[src/rtl/mux_rr_arbiter.sv]
// Round-robin arbiter sharing one 4:1 select between four requesters, with a registered valid/ready output stage.
// Optional per-source burst lock: define MUX_ARB_LOCK_EN to add the lock input.
module mux_rr_arbiter #(
   parameter int W     = 8,
   parameter int BURST = 4
) (
   input  logic         clk,
   input  logic         reset,
   input  logic [3:0]   req,
   input  logic [W-1:0] A,
   input  logic [W-1:0] B,
   input  logic [W-1:0] C,
   input  logic [W-1:0] D,
   output logic [W-1:0] Q,
   output logic         q_valid,
   input  logic         q_ready,
   output logic [3:0]   grant,
   output logic [1:0]   sel,
`ifdef MUX_ARB_LOCK_EN
   input  logic [3:0]   lock,
`endif
   output logic         beat_taken
);

   localparam int CW = $clog2(BURST + 1);
   localparam logic [CW-1:0] BURST_C = CW'(BURST);

   typedef enum logic {IDLE, SERVE} state_t;

   state_t         state_reg, state_next;
   logic [W-1:0]   q_reg, q_next;
   logic           q_valid_reg, q_valid_next;
   logic [3:0]     grant_reg, grant_next;
   logic [1:0]     sel_reg, sel_next;
   logic [1:0]     last_reg, last_next;
   logic [CW-1:0]  cnt_reg, cnt_next;

   logic [W-1:0]   src [4];
   logic [1:0]     base;
   logic [1:0]     cand [4];
   logic [1:0]     winner;
   logic           any_req;
   logic           xfer;
   logic           keep;

   assign src[0] = A;
   assign src[1] = B;
   assign src[2] = C;
   assign src[3] = D;

   // In SERVE the owner becomes the new "last" at the rearbitration edge.
   assign base    = (state_reg == SERVE) ? sel_reg : last_reg;
   assign any_req = |req;
   assign xfer    = q_valid_reg && q_ready;

   genvar gi;
   generate
      for (gi = 0; gi < 4; gi++) begin : g_cand
         assign cand[gi] = base + 2'(gi + 1);
      end
   endgenerate

   always_comb begin
      winner = base;
      for (int i = 3; i >= 0; i--) begin
         if (req[cand[i]]) winner = cand[i];
      end
   end

`ifdef MUX_ARB_LOCK_EN
   assign keep = req[sel_reg] && ((cnt_reg < BURST_C) || lock[sel_reg]);
`else
   assign keep = req[sel_reg] && (cnt_reg < BURST_C);
`endif

   // State register
   always_ff @(posedge clk) begin
      if (reset) begin
         state_reg   <= IDLE;
         q_reg       <= '0;
         q_valid_reg <= 1'b0;
         grant_reg   <= '0;
         sel_reg     <= '0;
         last_reg    <= 2'd3;
         cnt_reg     <= '0;
      end else begin
         state_reg   <= state_next;
         q_reg       <= q_next;
         q_valid_reg <= q_valid_next;
         grant_reg   <= grant_next;
         sel_reg     <= sel_next;
         last_reg    <= last_next;
         cnt_reg     <= cnt_next;
      end
   end

   // Next-state logic
   always_comb begin
      state_next   = state_reg;
      q_next       = q_reg;
      q_valid_next = q_valid_reg;
      grant_next   = grant_reg;
      sel_next     = sel_reg;
      last_next    = last_reg;
      cnt_next     = cnt_reg;
      case (state_reg)
         IDLE: begin
            grant_next = '0;
            if (any_req) begin
               state_next   = SERVE;
               sel_next     = winner;
               grant_next   = 4'b0001 << winner;
               q_next       = src[winner];
               q_valid_next = 1'b1;
               cnt_next     = CW'(1);
            end
         end
         SERVE: begin
            if (xfer) begin
               if (keep) begin
                  q_next = src[sel_reg];
                  if (cnt_reg < BURST_C) cnt_next = cnt_reg + CW'(1);
               end else begin
                  last_next = sel_reg;
                  if (any_req) begin
                     sel_next     = winner;
                     grant_next   = 4'b0001 << winner;
                     q_next       = src[winner];
                     q_valid_next = 1'b1;
                     cnt_next     = CW'(1);
                  end else begin
                     state_next   = IDLE;
                     q_valid_next = 1'b0;
                     grant_next   = '0;
                     cnt_next     = '0;
                  end
               end
            end
         end
         default: state_next = IDLE;
      endcase
   end

   // Output logic; a beat is never accepted while reset is asserted.
   always_comb begin
      Q          = q_reg;
      q_valid    = q_valid_reg;
      grant      = grant_reg;
      sel        = sel_reg;
      beat_taken = q_valid_reg && q_ready && !reset;
   end

endmodule
[config.mk]
export PLATFORM = sky130hd
export DESIGN_NAME = mux_rr_arbiter
export DESIGN_NICKNAME = d
export VERILOG_FILES = /design/src/rtl/mux_rr_arbiter.sv
export SDC_FILE = /design/constraint.sdc
export NUM_CORES = 1
export LEC_CHECK = 0
export ABC_AREA = 1
export BUFFER_PORTS_ARGS = -buffer_cell sky130_fd_sc_hd__buf_4
export CAP_MARGIN = 30
export CORE_AREA = 2 2 63 65
export DETAILED_ROUTE_END_ITERATION = 7
export DIE_AREA = 0 0 65 67
export PLACE_DENSITY = 0.83
export SETUP_SLACK_MARGIN = 0.5
export SLEW_MARGIN = 0
export SYNTH_ARGS = -nofsm -noshare
export SYNTH_HDL_FRONTEND = slang
export SYNTH_SLANG_ARGS = --single-unit
[constraint.sdc]
create_clock -name clk -period 2.6 [get_ports clk]
set_input_delay 0.13 -clock clk [delete_from_list [all_inputs] [get_ports clk]]
set_output_delay 0.13 -clock clk [all_outputs]
set_load 0.005 [all_outputs]
==> reports/metrics.yaml <==
synth:
  syn-num-nets: 375
  netlist_instances: 335
  synth_area_leaders: "nand2_1 (28%), dfxtp_1 (23%), nand3_1 (8.2%), o21ai_0 (7.6%), a21oi_1 (6.3%)"
  syn_area_um2: 1840
  synth_top_family_by_area: "simple AND/OR/NAND/NOR gates"
  synth.distinct_cells: 24
  synthMuxAreaShare_pct: 0
  synth-adder-area-share_pct: 0.680
  synth_xor_area_share_pct: 0
  ys_ff_latch: 21
  yosysWarnings: 0
  synth_compound_area_share_pct: 18.4
  synth_top_area_share_pct: 27.7
  yosysTopAreaCell: "nand2_1"
  synth_simple_gate_area_share_pct: 47.7
  avgSynthCellArea_um2: 5.49
  ys_seq_area_share_pct: 22.8
worst_hold_path:
  holdPathEnd: "Q[2]"
  min_from: "reset"
  hold_path.class: "input pin to register"
  hold_depth: 2
placed_design:
  port_buffers: 54
  gp_congestion: 0.935
  dpl.hpwl_mm: 4.04
clocking:
  cts_tree: "done"
  htreeDepth: 1
  hold_buffers: 0
  clock_path_buffers: 2
  clock_latency_ps: 260
  cts_made_buffers: 3
  clock-sinks: 21
  cts.clk_slew.worst_paths_ps: 70
  cts-root-buf: "clkbuf_8"
global_route:
  grt_usage_pct: 26.1
  grt_antenna_before_repair: 0
  overflow: 0
  grt_max_degree: 18
  grt_pass1_wl_mm: 9.01
  grt_pass1_vias: 2079
critical_path:
  startpoint_type: "register"
  crit_fanout: 8
  worstPathArrival_ps: 2340
  r2r_start: "sel[0]"
  worstPathRequired_ps: 2800
  r2r_slack_ps: 460
  cp-end-kind: "register"
  worstReg2RegEnd: "Q[7]"
  reg2regPathDepth: 18
  crit_type: "register to register"
final_layout:
  drive_gt1_share_pct: 30.7
  area_growth_pct: 43.7
  largest_register_ff_count: 8
  antennaDiodeCount: 0
  nNetsFinal: 438
floorplanning:
  coreArea_um2: 3610
  ios: 55
  fp.dieH_um: 67
  start_util_pct: 51.0
  die_width_um: 65
  num_rows: 22
  die_area_um2: 4360
drt:
  avgViaCountPerCell: 5.50
  vias: 2448
  highest_layer: "met4"
  wl_met1_mm: 2.49
  wl_per_cell_um: 13.7
  detail-route-antenna-nets: 0
  routed_wl_mm: 6.11
  first_iter_violations: 299
  wl_met2_mm: 2.93
  first_pass_iters: 5
  wl_met3_um: 535
  drc: 0
power_and_ir_drop:
  pwr-share-seq_pct: 26.5
  power_density_nw_per_um2: 576
  clock_power_share_pct: 13.9
  netSwitchingFraction_pct: 44.5
  ir_worst_vdd_mv: 0.467
  p_int_uw: 845
  power_mw: 1.52
  p_leak_nw: 1.38
  p_sw_uw: 678
  combPwrFrac_pct: 59.6
run_status:
  status: "complete, no violations"
timing:
  fin_crit_ps: 2140
  worstMarginPinSlew_ps: 487
  rsz0062_at_grt: "true"
  tns_ps: 0
  report.final.slew_viol_count: 0
  slew_headroom_pct: 67.2
  finalCritPeriodShare_pct: 82.3
  finClkSkew_ps: 2.42
  fmax_mhz: 467
  hold_viol_final: 0
  setup_viol: 0
job:
  drv_cap: 0
power groups by stage:
| stage | clock network, mW | logic (mW) | registers, mW |
|---|---|---|---|
| 2_1_floorplan | 0 | 0.487 | 0.401 |
| 3_3_place_gp | 0 | 0.718 | 0.402 |
| 3_5_place_dp | 0 | 0.723 | 0.403 |
| 4_1_cts | 0.217 | 0.732 | 0.397 |
| 5_1_grt | 0.230 | 0.996 | 0.408 |
| 6_report | 0.211 | 0.907 | 0.404 |
worst max-delay path, stage by stage, from the launching register on:
cell and delay [ps]:
dfxtp_4 390, buf_8 140, nand2_8 60, nand2_4 100
nand2_1 70, nand2_1 110, nand2_1 80, nand2_2 110
nand2_4 70, nand2_2 70, nand2_4 100, clkbuf_16 180
nand3b_1 90, nand3_1 90, nand2_1 90, nand2_1 70
nand2_1 60, nand2_1 60, a21oi_2 130
kinds of logic (layout without fill, tap and decap cells):
family | Yosys count | in the layout
simple gates | 205 | 205
compound gates | 61 | 61
buf+inv | 47 | 109
flops | 21 | 21
fa+ha+maj | 1 | 1
synthesized netlist by cell type, drive strengths merged:
cell type and instances:
a21oi 24, a31oi 1, buf 5, clkbuf 8
clkinv 2, dfxtp 21, ha 1, inv 32
nand2 144, nand3 31, nand3b 7, nor2 21
nor3 1, nor4 1, o211ai 2, o21ai 28
o221ai 6
how the worst max path moves through the flow:
stage	from	endpoint	slack, ps	depth (start not counted)
after floorplan	sel[0]	Q[2]	690	19
after CTS	sel[0]	Q[0]	530	18
after detailed placement	sel[0]	Q[3]	370	18
after global routing	state_reg	Q[2]	350	19
after global placement	sel[0]	Q[0]	370	18
final	sel[0]	Q[7]	460	18
per-layer routing:
metal,up-vias,global-route usage (%)
li1,1205,-
met1,1087,33.2
met2,137,44.5
met3,19,3.38
met4,0,10.6
met5,-,0
cell type report:
cell class                      instances  area [µm²]
Tap cell                               48        60.1
Clock inverter                          1        5.00
Clock buffer                            3        41.3
Fill cell                             312         961
Inverter                               34         145
Multi-Input combinational cell        267        1380
Sequential cell                        21         430
Timing Repair Buffer                   71         582
per-stage QoR:
stage          area [µm²]  worst slack, ps  instances  hold WS (ps)  utilization (%)
2_1_floorplan        1840              685        335           199                -
3_3_place_gp         2310              370        433           405             64.1
3_5_place_dp         2310              374        433           405             64.1
4_1_cts              2370              525        437           127             65.7
5_1_grt              2650              345        445           139             73.4
6_report             2650              461        445           132             73.4
layout by cell type (no fill, tap or decap), types with 2 or more instances in the layout:
cell	instances
nand2_1	121
nand3b_1	7
nand2_2	13
o221ai_1	6
inv_2	4
nor2_1	18
a21oi_2	6
nand3_1	27
dfxtp_4	2
dfxtp_1	17
buf_4	66
nand3_2	3
clkbuf_8	3
nand2_8	3
inv_8	2
inv_1	26
buf_8	2
a21oi_1	18
dfxtp_2	2
nand2_4	7
o21ai_0	28
o211ai_1	2
nor2_2	2
timing repair:
action,CTS,global route
setup endpoints to repair,10,14
buffers inserted,0,6
cloned,0,2
resized for setup,6,56
pin swaps,0,17
Note: power is estimated with default switching activity, not from simulation.
